[src/rtl/imem_loader_pkg.sv]
// Shared definitions for the instruction-memory program loader.
// Holds the loader state encoding and the IM / stream width constants.
package imem_loader_pkg;

    localparam int ADDR_W = 16;
    localparam int DATA_W = 16;
    localparam int BYTE_W = 8;

    typedef enum logic [2:0] {
        IDLE,
        CNT_HI,
        CNT_LO,
        DAT_HI,
        DAT_LO,
        CHK,
        DONE,
        ERR
    } state_t;

endpackage

[src/rtl/imem_loader.sv]
// Program loader: write side of instruction memory.
// Accepts a framed byte stream (16-bit big-endian word count followed by
// big-endian 16-bit words), writes each word to consecutive IM addresses
// starting at BASE_ADDR, and keeps the CPU halted until the image is complete.
// Optional feature macro: LOADER_CHKSUM_EN adds a trailing XOR checksum byte
// that must match before the CPU is released.
module imem_loader
    import imem_loader_pkg::*;
#(
    parameter logic [ADDR_W-1:0] BASE_ADDR = 16'h0000,
    parameter int                MAX_WORDS = 4096
) (
    input  logic              clk,
    input  logic              rst_n,
    input  logic              start,
    input  logic [BYTE_W-1:0] rx_byte,
    input  logic              rx_valid,
    output logic              rx_ready,
    output logic              wr_en,
    output logic [ADDR_W-1:0] wr_addr,
    output logic [DATA_W-1:0] wr_data,
    output logic              cpu_hold,
    output logic              done,
    output logic              err
);

    localparam logic [31:0] MAX_WORDS_W = 32'(MAX_WORDS);

    state_t              state;
    logic [BYTE_W-1:0]   cnt_hi;
    logic [BYTE_W-1:0]   dat_hi;
    logic [ADDR_W-1:0]   idx;
    logic [ADDR_W-1:0]   last_idx;
    logic [ADDR_W-1:0]   frame_count;
    logic                xfer;
    logic                restart;
`ifdef LOADER_CHKSUM_EN
    logic [BYTE_W-1:0]   chk;
`endif

    assign xfer        = rx_valid & rx_ready;
    assign frame_count = {cnt_hi, rx_byte};
    assign restart     = start & ((state == IDLE) | (state == DONE) | (state == ERR));

    // Loader FSM with registered outputs; a finished image raises done one
    // cycle after the final write strobe so the two never overlap.
    always_ff @(posedge clk or negedge rst_n) begin
        if (!rst_n) begin
            state    <= IDLE;
            rx_ready <= 1'b0;
            wr_en    <= 1'b0;
            wr_addr  <= BASE_ADDR;
            wr_data  <= '0;
            cpu_hold <= 1'b1;
            done     <= 1'b0;
            err      <= 1'b0;
            cnt_hi   <= '0;
            dat_hi   <= '0;
            idx      <= '0;
            last_idx <= '0;
`ifdef LOADER_CHKSUM_EN
            chk      <= '0;
`endif
        end else begin
            wr_en <= 1'b0;
            if (restart) begin
                state    <= CNT_HI;
                rx_ready <= 1'b1;
                cpu_hold <= 1'b1;
                done     <= 1'b0;
                err      <= 1'b0;
                idx      <= '0;
`ifdef LOADER_CHKSUM_EN
                chk      <= '0;
`endif
            end else if (xfer) begin
`ifdef LOADER_CHKSUM_EN
                chk <= chk ^ rx_byte;
`endif
                case (state)
                    CNT_HI: begin
                        cnt_hi <= rx_byte;
                        state  <= CNT_LO;
                    end
                    CNT_LO: begin
                        last_idx <= frame_count - 16'd1;
                        if (frame_count == '0) begin
`ifdef LOADER_CHKSUM_EN
                            state    <= CHK;
`else
                            state    <= DONE;
                            rx_ready <= 1'b0;
                            done     <= 1'b1;
                            cpu_hold <= 1'b0;
`endif
                        end else if ({16'h0000, frame_count} > MAX_WORDS_W) begin
                            state    <= ERR;
                            rx_ready <= 1'b0;
                            err      <= 1'b1;
                        end else begin
                            state <= DAT_HI;
                        end
                    end
                    DAT_HI: begin
                        dat_hi <= rx_byte;
                        state  <= DAT_LO;
                    end
                    DAT_LO: begin
                        wr_en   <= 1'b1;
                        wr_data <= {dat_hi, rx_byte};
                        wr_addr <= BASE_ADDR + idx;
                        idx     <= idx + 16'd1;
                        if (idx == last_idx) begin
`ifdef LOADER_CHKSUM_EN
                            state    <= CHK;
`else
                            state    <= DONE;
                            rx_ready <= 1'b0;
`endif
                        end else begin
                            state <= DAT_HI;
                        end
                    end
`ifdef LOADER_CHKSUM_EN
                    CHK: begin
                        rx_ready <= 1'b0;
                        if (rx_byte == chk) begin
                            state    <= DONE;
                            done     <= 1'b1;
                            cpu_hold <= 1'b0;
                        end else begin
                            state <= ERR;
                            err   <= 1'b1;
                        end
                    end
`endif
                    default: begin
                        state <= state;
                    end
                endcase
            end else if ((state == DONE) && !done) begin
                done     <= 1'b1;
                cpu_hold <= 1'b0;
            end
        end
    end

endmodule
[config.mk]
export PLATFORM = sky130hd
export DESIGN_NAME = imem_loader
export DESIGN_NICKNAME = d
export VERILOG_FILES = /design/src/rtl/imem_loader_pkg.sv /design/src/rtl/imem_loader.sv
export SDC_FILE = /design/constraint.sdc
export NUM_CORES = 1
export LEC_CHECK = 0
export BUFFER_PORTS_ARGS = -buffer_cell sky130_fd_sc_hd__clkbuf_2
export CORE_ASPECT_RATIO = 1.25
export CORE_UTILIZATION = 47
export DETAILED_ROUTE_END_ITERATION = 10
export GPL_ROUTABILITY_DRIVEN = 1
export GPL_TIMING_DRIVEN = 0
export HOLD_SLACK_MARGIN = 0.03
export PLACE_DENSITY = 0.69
export SLEW_MARGIN = 40
export SYNTH_ARGS = -nofsm -noshare
export SYNTH_HDL_FRONTEND = slang
export SYNTH_SLANG_ARGS = --single-unit
[constraint.sdc]
create_clock -name clk -period 2.05 [get_ports clk]
set_clock_uncertainty 0.15 [all_clocks]
set_input_delay 0.3075 -clock clk [delete_from_list [all_inputs] [get_ports clk]]
set_output_delay 0.3075 -clock clk [all_outputs]
set_load 0.01 [all_outputs]
==> impl_metrics.py, run 1 <==
metrics = {
    "run_status": {
        "outcome": "complete, but fails checks",
        "violations": "negative setup slack",
    },
    "synthesis": {
        "synth-simple-area-share": 0.234,
        "syn-num-nets": 443,
        "yosys_warnings": 0,
        "yosysSeqAreaShare": 0.544,
        "synth_edf_count": 0,
        "synth_cell_type_count": 46,
        "synthMuxAreaShare": 0.0303,
        "netlist_top_cells_count": "nand2_1 (126), dfrtp_1 (87), o21ai_0 (33)",
        "synth-xor-area-share": 0.0778,
        "synth_area_leader_cell": "dfrtp_1",
        "synth_most_common_cell": "nand2_1",
        "synthCells": 429,
        "syn_avg_cell_area_um2": 9.44,
        "synth_fa_ha_area_frac": 0.00618,
        "synth_flop_cell": "dfrtp_1",
        "async_reset_ff_frac": 1.00,
        "synth_top_area_share": 0.537,
        "synth.cell_area_mm2": 0.00405,
        "synth_top_family_by_area": "simple AND/OR/NAND/NOR gates",
        "synth_top_cells_by_area": "dfrtp_1 (54%), nand2_1 (12%), xor2_1 (5.6%), o21ai_0 (4.1%), mux2_2 (2.8%)",
        "synth-compound-area-share": 0.0794,
        "synth-seq-cells": 88,
    },
    "cells_and_area": {
        "antennaDiodeCount": 0,
        "fin_cells": 594,
        "final_area_mm2": 0.00474,
        "area_growth_pct": 17.0,
        "drive_gt1_frac": 0.225,
        "nets": 506,
    },
    "drt": {
        "drtIter0Drc": 164,
        "post_drt_wl_per_cell_um": 15.3,
        "drc_errors": 0,
        "drt-total-wl_mm": 9.11,
        "drt-pass1-iter-count": 4,
        "vias_per_cell": 5.35,
        "vias": 3178,
        "ant_nets": 0,
    },
    "setup_path": {
        "worst-path-buf-inv": 1,
        "end_kind": "flop",
        "slowest_stage": "or4_4",
        "cp-start-kind": "flop",
        "critical_path_arrival_ps": 2200,
        "worstSetupPathType": "flop to flop",
        "critPathRequiredTime_ps": 2140,
        "cp_max_fo": 6,
        "path_cells": "or4_4, nor4_4, buf_4, a21oi_2, a311oi_2, a31oi_1",
        "cpLargestDelayFamily": "simple AND/OR/NAND/NOR gates",
        "slowest_delay_ps": 560,
    },
    "clock_network": {
        "cts-buffers-inserted": 9,
        "clock_latency_ps": 370,
        "cts.clk_slew.worst_paths_ps": 100,
        "cts-htree-levels": 3,
        "clockBufferDepth": 2,
        "clock_sinks": 88,
        "cts_tree": "done",
        "clockRootBuffer": "clkbuf_8",
    },
    "global_route": {
        "gr-total-overflow": 0,
        "grt_pass1_wl_mm": 14.9,
        "grt_pass1_vias": 3050,
        "grt.total_usage": 0.218,
        "antenna_found_initial": 0,
        "grt_max_degree": 57,
    },
    "floorplan": {
        "die_area_mm2": 0.00900,
        "start_util": 0.489,
        "boundaryPins": 49,
        "die_w_um": 85.0,
        "placeableCoreArea_mm2": 0.00829,
        "die_h_um": 106,
        "fp-row-count": 37,
    },
    "min_path": {
        "hp-class": "input port to flop",
    },
    "job": {
        "maxCapViolCount": 0,
    },
    "timing": {
        "rsz0062_at_grt": "yes",
        "slew_headroom": 0.551,
        "fmax_mhz": 474,
        "hold_viol": 0,
        "period_needed_ps": 2110,
        "tightest_slew_ps": 668,
        "finalCritPeriodShare": 1.03,
        "slew_viol_final": 0,
        "fin_ws_ps": -59.1,
        "setup_violations": 2,
    },
    "power": {
        "vdd_ir_drop_max_mv": 0.364,
        "power_density_mw_per_mm2": 629,
        "leakagePower_uw": 0.00245,
    },
    "placed_design": {
        "dp.cells": 573,
        "globalplace.congestion": 0.910,
        "dp_hpwl_mm": 6.67,
        "io_buffers": 46,
        "placed_area_mm2": 0.00444,
    },
}
==> final timing paths <==
| path | start | to | slack [ps] | cells past startpoint |
|---|---|---|---|---|
| max in group asynchronous | rst_n | cnt_hi[0] | 930 | 3 |
| max reg2reg | cnt_hi[0] | state[0] | -60 | 6 |
| max | cnt_hi[0] | state[0] | -60 | 6 |
| min in group asynchronous | rst_n | wr_en | 240 | 2 |
| min reg2reg | wr_addr[11] | wr_addr[11] | 330 | 2 |
| min | rx_byte[0] | last_idx[0] | 40 | 2 |
==> layer usage <==
metal  track usage  share of wire  vias to the layer above
li1              -              -                     1559
met2         0.368           0.51                       55
met1         0.270           0.43                     1549
met3        0.0446          0.035                       15
met5             0              0                        -
met4        0.0956          0.022                        0
==> logic make-up after synthesis <==
logic type               count (synthesis)
flip-flops                              88
XOR/XNOR                                36
adder cells (fa/ha/maj)                  2
buffers and inverters                   28
AO/OA/AOI/OAI                           54
AND/OR/NAND/NOR                        210
multiplexers                            11
==> through the flow <==
step	TNS [ps]	setup WS [ps]	hold WS, ps	power (uW)	utilization
global route	-329	-152	36.3	3090	0.572
finish	-110	-59.1	39.2	2980	0.572
CTS	0	5.08	43.1	3000	0.567
detailed placement	-9260	-354	82.2	1860	0.536
floorplan	0	18.1	-138	1790	-
global placement	-43280	-425	303	1850	0.532
==> state kept, by name, indices dropped and copies added, names as in the netlist <==
signal	cells
idx	16
last_idx	16
wr_addr	16
wr_data	16
cnt_hi	8
dat_hi	8
state	3
cpu_hold	1
done	1
err	1
rx_ready	1
wr_en	1
==> layout by cell type (no fill, tap or decap), types with 3 or more instances in the layout <==
cell,instances
nor3_1,5
buf_4,5
nand2_1,126
and3_1,3
nand4_1,7
clkbuf_8,10
a21oi_1,5
nor2_1,26
clkbuf_1,7
xnor2_1,10
nor4_1,6
nand2b_1,4
dfrtp_1,85
nand3_1,13
inv_1,6
mux2_2,10
clkbuf_2,54
o21ai_0,31
a31oi_1,4
o21ai_1,3
xor2_1,26
==> what timing repair did <==
item | in CTS | in global routing
pin swaps | 2 | 7
buffers inserted | 3 | 2
setup endpoints to repair | 65 | 55
hold buffers | 2 | 0
hold endpoints to repair | 89 | 0
resized for setup | 9 | 18
==> where the power goes <==
part	switching [uW]	internal, uW	total (uW)
logic	65.9	29.2	95.1
registers	0	1730	1730
clock network	686	466	1150
==> final cells by class <==
type                       count  area [um^2]
multi-input combinational    313         1780
clock inverter                 7         61.3
sequential                    88         2210
tap                           97          121
clock buffer                   9          124
buffer                        19         95.1
fill                         745         3550
inverter                       7         26.3
timing repair buffer          54          324
(Power assumes the default switching activity.)
==> inputs of run 2 (changes only) <==
--- a/config.mk
+++ b/config.mk
@@ -12,6 +12,7 @@
 export GPL_ROUTABILITY_DRIVEN = 1
 export GPL_TIMING_DRIVEN = 0
 export HOLD_SLACK_MARGIN = 0.03
+export MAX_ROUTING_LAYER = met4
 export PLACE_DENSITY = 0.69
 export SLEW_MARGIN = 40
 export SYNTH_ARGS = -nofsm -noshare
==> constraint.sdc (replaced) <==
create_clock -name clk -period 1.7 [get_ports clk]
set_clock_uncertainty 0.15 [all_clocks]
set_input_delay 0.255 -clock clk [delete_from_list [all_inputs] [get_ports clk]]
set_output_delay 0.255 -clock clk [all_outputs]
set_load 0.01 [all_outputs]
==> impl_metrics.py, run 2 (synthesis results as in run 1) <==
metrics = {
    "drt": {
        "ant_nets": 0,
        "drt-total-wl_mm": 9.51,
        "drc_errors": 0,
        "post_drt_wl_per_cell_um": 15.6,
        "vias_per_cell": 5.31,
        "vias": 3237,
        "drt-pass1-iter-count": 4,
        "drtIter0Drc": 183,
    },
    "floorplan": {
        "fp-row-count": 37,
        "start_util": 0.489,
        "placeableCoreArea_mm2": 0.00829,
        "die_h_um": 106,
        "boundaryPins": 49,
        "die_area_mm2": 0.00900,
        "die_w_um": 85.0,
    },
    "clock_network": {
        "clockBufferDepth": 2,
        "cts-htree-levels": 3,
        "clock_sinks": 88,
        "cts.clk_slew.worst_paths_ps": 90,
        "cts-buffers-inserted": 9,
        "clock_latency_ps": 370,
        "clockRootBuffer": "clkbuf_8",
        "cts_tree": "done",
    },
    "power": {
        "switchingPower_uw": 844,
        "p_sw_frac": 0.219,
        "power_frac_seq": 0.544,
        "internal-power_uw": 3000,
        "power_frac_comb": 0.031,
        "power_density_mw_per_mm2": 745,
        "leakagePower_uw": 0.00263,
        "vdd_ir_drop_max_mv": 0.407,
        "p_clk_frac": 0.425,
    },
    "global_route": {
        "grt_pass1_wl_mm": 15.8,
        "grt.total_usage": 0.237,
        "grt_pass1_vias": 3307,
        "antenna_found_initial": 0,
        "gr-total-overflow": 0,
        "grt_max_degree": 64,
    },
    "cells_and_area": {
        "area_growth_pct": 27.3,
        "drive_gt1_frac": 0.296,
        "layout_commonest_cell": "nand2_1",
        "nets": 522,
        "final_cell_mix": "nand2_1 (124), dfrtp_1 (81), clkbuf_2 (48), o21ai_0 (27), xor2_1 (26)",
        "antennaDiodeCount": 0,
        "fin_cells": 610,
    },
    "timing": {
        "fmax_mhz": 488,
        "whs_ps": 26.5,
        "period_needed_ps": 2050,
        "hold_viol": 0,
        "finalCritPeriodShare": 1.20,
        "tightest_slew_ps": 641,
        "rsz0062_at_grt": "yes",
        "slew_headroom": 0.569,
        "fin_ws_ps": -348,
        "setup_violations": 32,
        "slew_viol_final": 0,
    },
    "setup_path": {
        "cp_max_fo": 4,
        "worstSetupPathType": "flop to flop",
        "slowest_delay_ps": 580,
        "critPathRequiredTime_ps": 1800,
        "end_kind": "flop",
        "slowest_stage": "or4_4",
        "critical_path_arrival_ps": 2140,
        "cp-start-kind": "flop",
        "path_cells": "or4_4, nor4_4, a21oi_1, a311oi_1, a31oi_1",
    },
    "job": {
        "maxCapViolCount": 0,
    },
    "placed_design": {
        "dp_slack_ps": -475,
        "dp.cells": 573,
        "dp_hpwl_mm": 6.47,
        "io_buffers": 46,
        "globalplace.congestion": 0.898,
    },
    "run_status": {
        "violations": "negative setup slack",
        "outcome": "complete, but fails checks",
    },
    "min_path": {
        "hp-class": "input port to flop",
    },
}
## run 2: cell types whose count changed in the layout (fill, tap and decap cells not counted), moves of 3 or more
cell / before / now
buf_4: 5 / 18
clkbuf_1: 7 / 0
clkbuf_2: 54 / 48
clkbuf_8: 10 / 14
dfrtp_1: 85 / 81
dfrtp_2: 2 / 6
o21ai_0: 31 / 27
buf_12: 0 / 3
clkbuf_4: 1 / 4
nand3_1: 13 / 10
o21ai_1: 3 / 6
## run 2: worst max-delay path: cells and delay by family (launching register included)
family / cells / cell delay, ps
flip-flops: 1 / 390
AO/OA/AOI/OAI: 3 / 560
AND/OR/NAND/NOR: 2 / 820
## run 2: routing by layer
metal	vias up	wire, um	global-route usage
li1	1587	-	-
met3	20	278	0.0384
met2	65	4970	0.396
met1	1565	4060	0.282
met5	-	0	-
met4	0	200	0.103
## run 2: final timing paths
| kind | startpoint | endpoint | slack, ps | depth (start not counted) |
|---|---|---|---|---|
| max reg2reg | cnt_hi[0] | state[0] | -350 | 5 |
| max | cnt_hi[0] | state[0] | -350 | 5 |
| min reg2reg | dat_hi[5] | wr_data[13] | 320 | 2 |
| min in group asynchronous | rst_n | wr_data[2] | 170 | 2 |
| max in group asynchronous | rst_n | cpu_hold | 610 | 3 |
| min | rx_byte[2] | wr_data[2] | 30 | 3 |
## run 2: area by class of cell
type                    count  area [um^2]
multi-input cells         313         1880
clock buffers              10          138
plain buffers              15          138
fillers                   680         3130
well taps                  97          121
flip-flops and latches     88         2210
clock inverters             6         90.1
repair buffers             74          539
inverters                   7         38.8
## run 2: through the flow
step,setup TNS [ps],utilization,total power (uW),instance area (um^2)
6_report,-2930,0.623,3850,5160
5_1_grt,-7500,0.623,3970,5160
4_1_cts,-2120,0.601,3870,4980
3_5_place_dp,-20930,0.541,2250,4490
3_3_place_gp,-82220,0.537,2240,4450
2_1_floorplan,-1270,-,2160,4100
## run 2: power by group through the flow
stage	logic, uW	clock network (uW)	registers [uW]
finish	119	1640	2090
floorplan	31.2	0	2130
global route	134	1740	2090
detailed placement	115	0	2130
CTS	122	1660	2090
global placement	102	0	2130
## run 2: repair_timing
action,in CTS,in global routing
endpoints found under the hold margin,91,0
resized for setup,45,25
hold buffers,3,0
pin swaps,23,7
endpoints found under the setup margin,81,70
buffers inserted,14,10
gates cloned,0,1
==> inputs of run 3 (changes only) <==
--- a/config.mk
+++ b/config.mk
@@ -10,10 +10,10 @@
 export CORE_UTILIZATION = 47
 export DETAILED_ROUTE_END_ITERATION = 10
 export GPL_ROUTABILITY_DRIVEN = 1
-export GPL_TIMING_DRIVEN = 0
 export HOLD_SLACK_MARGIN = 0.03
 export MAX_ROUTING_LAYER = met4
 export PLACE_DENSITY = 0.69
+export REMOVE_ABC_BUFFERS = 1
 export SLEW_MARGIN = 40
 export SYNTH_ARGS = -nofsm -noshare
 export SYNTH_HDL_FRONTEND = slang
==> impl_metrics.py, run 3 (synthesis results as in run 1) <==
metrics = {
    "global_route": {
        "grt.total_usage": 0.231,
        "antenna_found_initial": 0,
        "gr-usage-met3": 0.0399,
        "grtUsageMet2": 0.372,
        "busiest_layer": "met2",
        "grt_pass1_vias": 3262,
        "grt_max_degree": 40,
        "gr-usage-met1": 0.281,
        "grt_pass1_wl_mm": 15.6,
        "gr-total-overflow": 0,
    },
    "timing": {
        "rsz0062_at_grt": "yes",
        "slew_headroom": 0.767,
        "tightest_slew_ps": 346,
        "slew_viol_final": 0,
        "period_needed_ps": 1970,
        "fin_ws_ps": -274,
        "hold_viol": 0,
        "setup_violations": 10,
        "tns_ps": -1570,
        "whs_ps": 58.4,
        "finalCritPeriodShare": 1.16,
        "fmax_mhz": 507,
    },
    "job": {
        "maxCapViolCount": 0,
    },
    "setup_path": {
        "critPathRequiredTime_ps": 1840,
        "path_cells": "or4_4, o31ai_4, nand2_2, or3_4, a21oi_2",
        "reg2reg_setup_slack_ps": -270,
        "reg2reg_to": "rx_ready",
        "slowest_stage": "or4_4",
        "startpoint": "cnt_hi[1]",
        "r2r_cells": 5,
        "worstSetupPathType": "flop to flop",
        "slowest_delay_ps": 590,
        "worst-path-buf-inv": 0,
        "end_kind": "flop",
        "cpLargestDelayFamily": "simple AND/OR/NAND/NOR gates",
        "r2r-start": "cnt_hi[1]",
        "cp_max_fo": 3,
        "crit_end": "rx_ready",
        "cp-start-kind": "flop",
        "path_depth": 5,
        "critical_path_arrival_ps": 2120,
    },
    "clock_network": {
        "clock_latency_ps": 360,
        "clockBufferDepth": 2,
        "clock_sinks": 88,
        "cts.clk_slew.worst_paths_ps": 80,
        "cts_tree": "done",
        "clockRootBuffer": "clkbuf_8",
        "cts-htree-levels": 3,
        "cts-buffers-inserted": 9,
    },
    "cells_and_area": {
        "final_cell_mix": "nand2_1 (121), dfrtp_1 (87), buf_4 (57), clkbuf_2 (47)",
        "drive_gt1_frac": 0.330,
        "utilization": 0.640,
        "nets": 551,
        "layout_commonest_cell": "nand2_1",
        "antennaDiodeCount": 0,
        "area_growth_pct": 31.0,
        "final_area_mm2": 0.00531,
    },
    "floorplan": {
        "boundaryPins": 49,
        "die_h_um": 106,
        "start_util": 0.489,
        "die_w_um": 85.0,
        "die_area_mm2": 0.00900,
        "placeableCoreArea_mm2": 0.00829,
        "fp-row-count": 37,
    },
    "power": {
        "vdd_ir_drop_max_mv": 0.353,
        "leakagePower_uw": 0.00279,
        "power_density_mw_per_mm2": 697,
    },
    "placed_design": {
        "globalplace.congestion": 0.963,
        "dp_slack_ps": -617,
        "placed_area_mm2": 0.00485,
        "io_buffers": 48,
        "dp_hpwl_mm": 6.60,
    },
    "min_path": {
        "hp-class": "input port to flop",
        "min_path_cells": 3,
    },
    "drt": {
        "vias_per_cell": 5.20,
        "post_drt_wl_per_cell_um": 14.7,
        "drt-total-wl_mm": 9.38,
        "drt-pass1-iter-count": 4,
        "vias": 3320,
        "ant_nets": 0,
        "drtIter0Drc": 167,
        "drc_errors": 0,
    },
    "run_status": {
        "violations": "negative setup slack",
        "outcome": "complete, but fails checks",
    },
}
[run 3: changes by cell type in the layout (fill, tap and decap cells not counted), moves of 3 or more]
cell,delta
dfrtp_1,+6
dfrtp_2,-6
nor2_2,+3
clkbuf_4,-4
buf_4,+39
buf_6,+5
nand2_1,-3
clkbuf_1,+3
nor2_1,-3
clkbuf_8,-3
[run 3: layer usage]
layer / part of all wire / wire (um) / up-vias
met5: 0 / 0 / -
li1: - / - / 1639
met3: 0.032 / 301 / 25
met4: 0.026 / 248 / 0
met1: 0.43 / 4040 / 1573
met2: 0.51 / 4790 / 83
[run 3: worst min path at each step]
| stage | start | end |
|---|---|---|
| after floorplan | rst_n | cnt_hi[0] |
| after global placement | rst_n | idx[0] |
| after detailed placement | rst_n | idx[4] |
| after CTS | rx_byte[0] | last_idx[0] |
| after global routing | rx_byte[0] | last_idx[0] |
| final | rx_byte[0] | last_idx[0] |
[run 3: layout make-up]
cell class,instances,area [um^2]
Clock inverter,2,37.5
Fill cell,713,2980
Sequential cell,88,2200
Inverter,7,28.8
Multi-Input combinational cell,313,1900
Clock buffer,14,163
Tap cell,97,121
Timing Repair Buffer,118,858
[run 3: timing repair]
action | in CTS | in global routing
endpoints found under the setup margin | 40 | 47
endpoints found under the hold margin | 87 | 0
hold buffers | 1 | 0
setup buffers | 3 | 3
pin swaps | 3 | 18
resized for setup | 16 | 40
[run 3: power by group]
part	total [uW]	internal, uW	switching, uW
sequential	2090	2090	0
combinational	130	47.3	82.7
clock	1480	763	714
[run 3: worst reg2reg max path: cells and delay by family (launching register included)]
family	cells	cell delay (ps)
AOI/OAI and AO/OA	2	330
DFF	1	390
and+or+nand+nor	3	1040
[run 3: per-stage QoR]
step | cells | power, uW
2_1_floorplan | 408 | 2160
3_3_place_gp | 616 | 2260
3_5_place_dp | 616 | 2260
4_1_cts | 636 | 3740
5_1_grt | 639 | 3830
6_report | 639 | 3700
